<file path="src/rtl/pattern_match_if.sv">
// Control/data bundle for pattern_match_fsm: the master drives config and the
// serial stream, the slave returns status, the match pulse and the count.
interface pattern_match_if #(
  parameter int PAT_W = 8,
  parameter int CNT_W = 8
);
  localparam int LEN_W = $clog2(PAT_W + 1);

  logic             start;
  logic             stop;
  logic             clear;
  logic [PAT_W-1:0] pat;
  logic [LEN_W-1:0] pat_len;
  logic             overlap;
  logic             in_valid;
  logic             in_bit;
  logic             busy;
  logic             cfg_err;
  logic             match;
  logic [CNT_W-1:0] match_cnt;

  modport master (
    output start, stop, clear, pat, pat_len, overlap, in_valid, in_bit,
    input  busy, cfg_err, match, match_cnt
  );

  modport slave (
    input  start, stop, clear, pat, pat_len, overlap, in_valid, in_bit,
    output busy, cfg_err, match, match_cnt
  );
endinterface

</file>
<file path="src/rtl/pattern_match_fsm.sv">
// Runtime-programmable serial pattern detector with IDLE/RUN control FSM.
// Optional feature macro PATMATCH_CNT_EN: saturating match counter and clear.
module pattern_match_fsm #(
  parameter int PAT_W = 8,
  parameter int CNT_W = 8
) (
  input  logic              clk,
  input  logic              rst_n,
  pattern_match_if.slave    bus
);
  localparam int LEN_W = $clog2(PAT_W + 1);

  typedef enum logic {IDLE = 1'b0, RUN = 1'b1} state_t;

  state_t           state_q, state_d;
  logic [PAT_W-1:0] pat_l;
  logic [LEN_W-1:0] len_l;
  logic             ovl_l;
  logic [PAT_W-1:0] hist;
  logic [LEN_W-1:0] fill;
  logic             cfg_err_q;
  logic             match_p1;

  logic             legal;
  logic             accept_p0;
  logic [PAT_W-1:0] hist_nxt;
  logic [LEN_W-1:0] fill_inc;
  logic             hit_p0;

  function automatic logic [PAT_W-1:0] len_mask(input logic [LEN_W-1:0] len);
    logic [PAT_W-1:0] m;
    m = '0;
    for (int i = 0; i < PAT_W; i++)
      if (i < int'(len)) m[i] = 1'b1;
    return m;
  endfunction

  assign legal     = (bus.pat_len != '0) && (bus.pat_len <= LEN_W'(PAT_W));
  assign accept_p0 = (state_q == RUN) && bus.in_valid && !bus.stop && !bus.start;
  assign hist_nxt  = {hist[PAT_W-2:0], bus.in_bit};
  assign fill_inc  = (fill < len_l) ? fill + LEN_W'(1) : fill;
  assign hit_p0    = accept_p0 && (fill_inc >= len_l) &&
                     (((hist_nxt ^ pat_l) & len_mask(len_l)) == '0);

  always_ff @(posedge clk or negedge rst_n) begin
    if (!rst_n) state_q <= IDLE;
    else        state_q <= state_d;
  end

  // A start with an illegal length leaves the detector idle, even from RUN.
  always_comb begin
    state_d = state_q;
    if (bus.stop)       state_d = IDLE;
    else if (bus.start) state_d = legal ? RUN : IDLE;
  end

  always_comb begin
    bus.busy    = (state_q == RUN);
    bus.cfg_err = cfg_err_q;
    bus.match   = match_p1;
  end

  // Stage p0 -> p1: history/fill update and registered match pulse.
  always_ff @(posedge clk or negedge rst_n) begin
    if (!rst_n) begin
      pat_l     <= '0;
      len_l     <= '0;
      ovl_l     <= 1'b0;
      hist      <= '0;
      fill      <= '0;
      cfg_err_q <= 1'b0;
      match_p1  <= 1'b0;
    end else begin
      match_p1 <= hit_p0;
      if (bus.stop) begin
        hist <= '0;
        fill <= '0;
      end else if (bus.start) begin
        hist <= '0;
        fill <= '0;
        if (legal) begin
          pat_l     <= bus.pat;
          len_l     <= bus.pat_len;
          ovl_l     <= bus.overlap;
          cfg_err_q <= 1'b0;
        end else begin
          cfg_err_q <= 1'b1;
        end
      end else if (accept_p0) begin
        hist <= hist_nxt;
        fill <= (hit_p0 && !ovl_l) ? '0 : fill_inc;
      end
    end
  end

`ifdef PATMATCH_CNT_EN
  logic [CNT_W-1:0] cnt_q;

  function automatic logic [CNT_W-1:0] sat_inc(input logic [CNT_W-1:0] v);
    return (v == {CNT_W{1'b1}}) ? v : v + CNT_W'(1);
  endfunction

  // Clear beats a coincident match; a legal start restarts the count.
  always_ff @(posedge clk or negedge rst_n) begin
    if (!rst_n)                                cnt_q <= '0;
    else if (!bus.stop && bus.start && legal)  cnt_q <= '0;
    else if (bus.clear)                        cnt_q <= '0;
    else if (hit_p0)                           cnt_q <= sat_inc(cnt_q);
  end

  assign bus.match_cnt = cnt_q;
`else
  assign bus.match_cnt = '0;
`endif

endmodule

</file>
<file path="src/flat_wrapper.sv">
// flat-port wrapper written by rule: the top's interface ports become plain ports
module pattern_match_fsm_flat 
#(
  parameter int PAT_W = 8,
  parameter int CNT_W = 8
)
  (clk, rst_n, bus_start, bus_stop, bus_clear, bus_pat, bus_pat_len, bus_overlap, bus_in_valid, bus_in_bit, bus_busy, bus_cfg_err, bus_match, bus_match_cnt);
  pattern_match_if #(.PAT_W(PAT_W), .CNT_W(CNT_W)) bus_i ();
  input  logic clk;
  input  logic rst_n;
  input wire logic [$bits(bus_i.start)-1:0] bus_start;
  input wire logic [$bits(bus_i.stop)-1:0] bus_stop;
  input wire logic [$bits(bus_i.clear)-1:0] bus_clear;
  input wire logic [$bits(bus_i.pat)-1:0] bus_pat;
  input wire logic [$bits(bus_i.pat_len)-1:0] bus_pat_len;
  input wire logic [$bits(bus_i.overlap)-1:0] bus_overlap;
  input wire logic [$bits(bus_i.in_valid)-1:0] bus_in_valid;
  input wire logic [$bits(bus_i.in_bit)-1:0] bus_in_bit;
  output wire logic [$bits(bus_i.busy)-1:0] bus_busy;
  output wire logic [$bits(bus_i.cfg_err)-1:0] bus_cfg_err;
  output wire logic [$bits(bus_i.match)-1:0] bus_match;
  output wire logic [$bits(bus_i.match_cnt)-1:0] bus_match_cnt;
  assign bus_i.start = bus_start;
  assign bus_i.stop = bus_stop;
  assign bus_i.clear = bus_clear;
  assign bus_i.pat = bus_pat;
  assign bus_i.pat_len = bus_pat_len;
  assign bus_i.overlap = bus_overlap;
  assign bus_i.in_valid = bus_in_valid;
  assign bus_i.in_bit = bus_in_bit;
  assign bus_busy = bus_i.busy;
  assign bus_cfg_err = bus_i.cfg_err;
  assign bus_match = bus_i.match;
  assign bus_match_cnt = bus_i.match_cnt;
  pattern_match_fsm #(.PAT_W(PAT_W), .CNT_W(CNT_W)) u_core (.clk(clk), .rst_n(rst_n), .bus(bus_i));
endmodule
</file>
<file path="config.mk">
export PLATFORM = sky130hd
export DESIGN_NAME = pattern_match_fsm_flat
export DESIGN_NICKNAME = d
export VERILOG_FILES = /design/src/rtl/pattern_match_if.sv /design/src/rtl/pattern_match_fsm.sv /design/src/flat_wrapper.sv
export SDC_FILE = /design/constraint.sdc
export NUM_CORES = 1
export LEC_CHECK = 0
export BUFFER_PORTS_ARGS = -buffer_cell sky130_fd_sc_hd__buf_4
export CAP_MARGIN = 20
export CORE_MARGIN = 2
export CORE_UTILIZATION = 34
export CTS_CLUSTER_SIZE = 28
export DETAILED_ROUTE_END_ITERATION = 6
export HOLD_SLACK_MARGIN = 0.12
export PLACE_DENSITY_LB_ADDON = 0.2
export SYNTH_ARGS = -nofsm -noshare
export SYNTH_HDL_FRONTEND = slang
export SYNTH_SLANG_ARGS = --single-unit
</file>
<file path="constraint.sdc">
create_clock -name clk -period 8.14 [get_ports clk]
set_input_delay 0.814 -clock clk [delete_from_list [all_inputs] [get_ports clk]]
set_output_delay 0.814 -clock clk [all_outputs]
set_load 0.02 [all_outputs]
</file>
==> results.py <==
metrics = {
    "floorplan": {
        "die_h_um": 70.5,
        "floorplan.io_pins": 31,
        "fp-row-count": 24,
        "area_of_the_core_um2": 4290,
        "floorplan.initialDensity_pct": 35.0,
        "die_area_um2": 4970,
        "die_width_um": 70.5,
    },
    "placement": {
        "place.port_buffers": 21,
        "routabilityCongestion": 0.758,
        "placed_cell_area_um2": 1680,
        "dp_worst_setup_slack_ns": 4.94,
        "detailedPlacementHpwl_um": 2160,
    },
    "setup_path": {
        "critPathMaxStageDelay_ns": 0.51,
        "startpoint_type": "register",
        "crit_path_end_kind": "register",
        "cp.buffers_inverters": 1,
        "crit_type": "reg -> reg",
        "critical_path_arrival_ns": 3.43,
        "worst_ep_required_ns": 8.35,
        "path_max_fanout": 8,
        "critical_path.top_delay_family": "compound AO/OA/AOI/OAI gates",
        "crit_path_max_delay_cell_type": "sky130_fd_sc_hd__dfrtp_1",
        "critical_path.cell_chain": "inv_1, ha_1, nor2_1, or2_2, nor2_1, mux2_2, ha_1, a2111oi_0, a2111o_1, o21a_1, a22o_1",
    },
    "cts": {
        "cts_tree": "done",
        "insertion_delay_ns": 0.27,
        "htree_levels": 1,
        "clock_tree.buffer_depth": 2,
        "postCtsSetupRepairBufs": 0,
        "postCtsResizedCells": 0,
        "cts_made_buffers": 3,
        "clkSinkCount": 27,
        "clk_root_buffer_cell": "sky130_fd_sc_hd__clkbuf_8",
        "clkTransAtPathRegs_ns": 0.09,
        "cts_hold_buffers": 0,
    },
    "route": {
        "average_wire_length_per_cell_after_detail_routing_um": 13.9,
        "antenna_violating_nets_post_route": 0,
        "routed_wl_um": 2910,
        "routed-via-count": 1074,
        "drt_first_pass_iters": 4,
        "drt_first_iter_violations": 28,
        "drt_drc_violations_left": 0,
        "via_density_per_instance": 5.11,
    },
    "global_routing": {
        "gr-usage-met1_pct": 17.2,
        "met2_usage_pct": 20.1,
        "first_pass_grt_wire_length_um": 4950,
        "grt-ovfl-total": 0,
        "use_met3_pct": 1.73,
        "grt_usage_pct": 12.3,
        "grt.busiest_layer": "met2",
        "pin_count_of_the_biggest_net_entering_global_routing": 28,
        "grt_antenna_before_repair": 0,
        "via_count_of_the_first_global_routing_pass": 1053,
    },
    "timing": {
        "timing.final.hold_violations": 0,
        "timing.final.crit_share_pct": 39.6,
        "final_worst_setup_slack_ns": 4.92,
        "slew_hr_pct": 52.8,
        "clock-skew-final_ns": 0.00219,
        "timing_worst_slew_pin_value_ns": 0.708,
        "setup_violations": 0,
        "unrepaired_setup_endpoints_after_global_routing": "false",
        "period_needed_ns": 3.22,
        "finalMaxSlewViolations": 0,
        "fmaxAchievable_ghz": 0.310,
        "fin_tns_setup_ns": 0,
    },
    "final_layout": {
        "final_common_cell": "sky130_fd_sc_hd__dfrtp_1",
        "most-common-layout-cells": "sky130_fd_sc_hd__dfrtp_1 (27), sky130_fd_sc_hd__buf_4 (22), sky130_fd_sc_hd__mux2_2 (10), sky130_fd_sc_hd__a22o_1 (10)",
        "postLayoutCellArea_um2": 1720,
        "layout.nets": 187,
        "post_route_cells_drive_above_1_share_pct": 24.1,
        "antenna-diode-count": 0,
        "area_growth_pct": 14.6,
    },
    "yosys": {
        "ys_warn_count": 0,
        "avgSynthCellArea_um2": 10.9,
        "netlist-cell-type-count": 36,
        "register_bit_count_reported_by_yosys": 27,
        "synth_area_um2": 1500,
        "synth_cells": 138,
        "seq_area_frac_synth_pct": 44.9,
    },
    "power": {
        "combinationalPowerShare_pct": 25.3,
        "vdd.ir_drop.worst_mv": 0.0764,
        "share_clk_of_total_power_pct": 23.3,
        "power.internal_uw": 225,
        "switching_share_pct": 30.3,
        "design_power_total_uw": 323,
        "leakage_uw": 0.000819,
        "total_switching_power_uw": 97.7,
        "seq_power_share_pct": 51.4,
        "power-per-cell-area_nw_per_um2": 187,
    },
    "status": {
        "outcome": "completed",
    },
    "flow_run": {
        "maxCapViolCount": 0,
    },
    "worst_hold_path": {
        "min-delay-path-class": "in -> async",
    },
}
layout make-up:
| cell class | instances | area [um^2] |
|---|---|---|
| inverters | 6 | 22.5 |
| well taps | 52 | 65.1 |
| multi-input cells | 99 | 751 |
| clock buffers | 4 | 45.0 |
| fillers | 427 | 2570 |
| repair buffers | 22 | 165 |
| flip-flops and latches | 27 | 676 |
final timing paths:
path	start	end	slack (ns)	cells after the start
worst max-delay path	u_core.len_l[3]$_DFFE_PN0P_	u_core.fill[2]$_DFFE_PN0P_	4.92	11
worst min-delay path	rst_n	u_core.pat_l[0]$_DFFE_PN0P_	0.45	1
worst max register to register	u_core.len_l[3]$_DFFE_PN0P_	u_core.fill[2]$_DFFE_PN0P_	4.92	11
worst min register to register	u_core.bus.busy$_DFFE_PN0P_	u_core.bus.busy$_DFFE_PN0P_	0.51	1
max in group asynchronous	rst_n	u_core.len_l[3]$_DFFE_PN0P_	7.42	1
min in group clk	u_core.bus.busy$_DFFE_PN0P_	u_core.bus.busy$_DFFE_PN0P_	0.51	1
per-layer routing:
layer  up-vias  share of wire, %  routed length [um]
met5         -                 0                   0
met4         0              0.58                  17
met3         2               2.2                  64
met2        12                51                1490
met1       536                46                1340
li1        524                 -                   -
flip-flops by register name, summed over array words and instances, names as in the netlist:
signal              flops
u_core.hist             7
u_core.len_l            4
u_core.pat_l            8
u_core.bus.cfg_err      1
u_core.bus.busy         1
u_core.fill             4
u_core.bus.match        1
u_core.ovl_l            1
logic make-up (layout without fill, tap and decap cells):
logic type | Yosys count | after routing | synth area share [%]
buffers and inverters | 19 | 32 | 6.91
AND/OR/NAND/NOR | 25 | 25 | 9.24
adder cells (fa/ha/maj) | 8 | 8 | 6.66
AO/OA/AOI/OAI | 36 | 36 | 17.6
multiplexers | 10 | 10 | 7.49
flip-flops | 27 | 27 | 44.9
other | 1 | 8 | 0.249
XOR/XNOR | 12 | 12 | 6.99
synthesized netlist by cell type, drive strengths merged:
cell type	n	share of area, %
a21oi	4	1.3
o21ai	7	2.3
a2111oi	2	1.2
dfrtp	27	45
and3	2	0.83
o2111ai	1	0.58
a2bb2oi	1	0.58
a211oi	1	0.50
nand3	2	0.67
o221ai	1	0.58
o22ai	2	0.83
buf	10	4.7
or3b	1	0.58
o21a	3	1.5
a2111o	1	0.75
and3b	1	0.58
nand2	5	1.2
a32oi	1	0.58
xor2	5	2.9
a21o	1	0.50
mux2	10	7.5
or2	1	0.42
nor3	5	2.0
xnor2	7	4.1
nor4	1	0.83
nor2	5	1.2
ha	8	6.7
clkbuf	3	0.75
a22o	10	5.8
o211ai	1	0.50
nor2b	1	0.42
nand2b	1	0.42
conb	1	0.25
inv	6	1.5
stage by stage:
stage | util (%) | instances | hold slack (ns)
after floorplan | - | 145 | 0.485
after CTS | 40.2 | 210 | 0.457
after detailed placement | 39.1 | 206 | 0.500
final | 40.2 | 210 | 0.446
after global placement | 39.1 | 206 | 0.480
after global routing | 40.2 | 210 | 0.463
power by group through the flow:
| stage | combinational (uW) | sequential (uW) | clock (uW) |
|---|---|---|---|
| 2_1_floorplan | 63.6 | 164 | 0 |
| 3_3_place_gp | 80.3 | 168 | 0 |
| 3_5_place_dp | 82.2 | 168 | 0 |
| 4_1_cts | 82.6 | 166 | 78.1 |
| 5_1_grt | 92.3 | 168 | 85.4 |
| 6_report | 81.7 | 166 | 75.3 |
No activity file was read; power rests on OpenSTA's default activity.
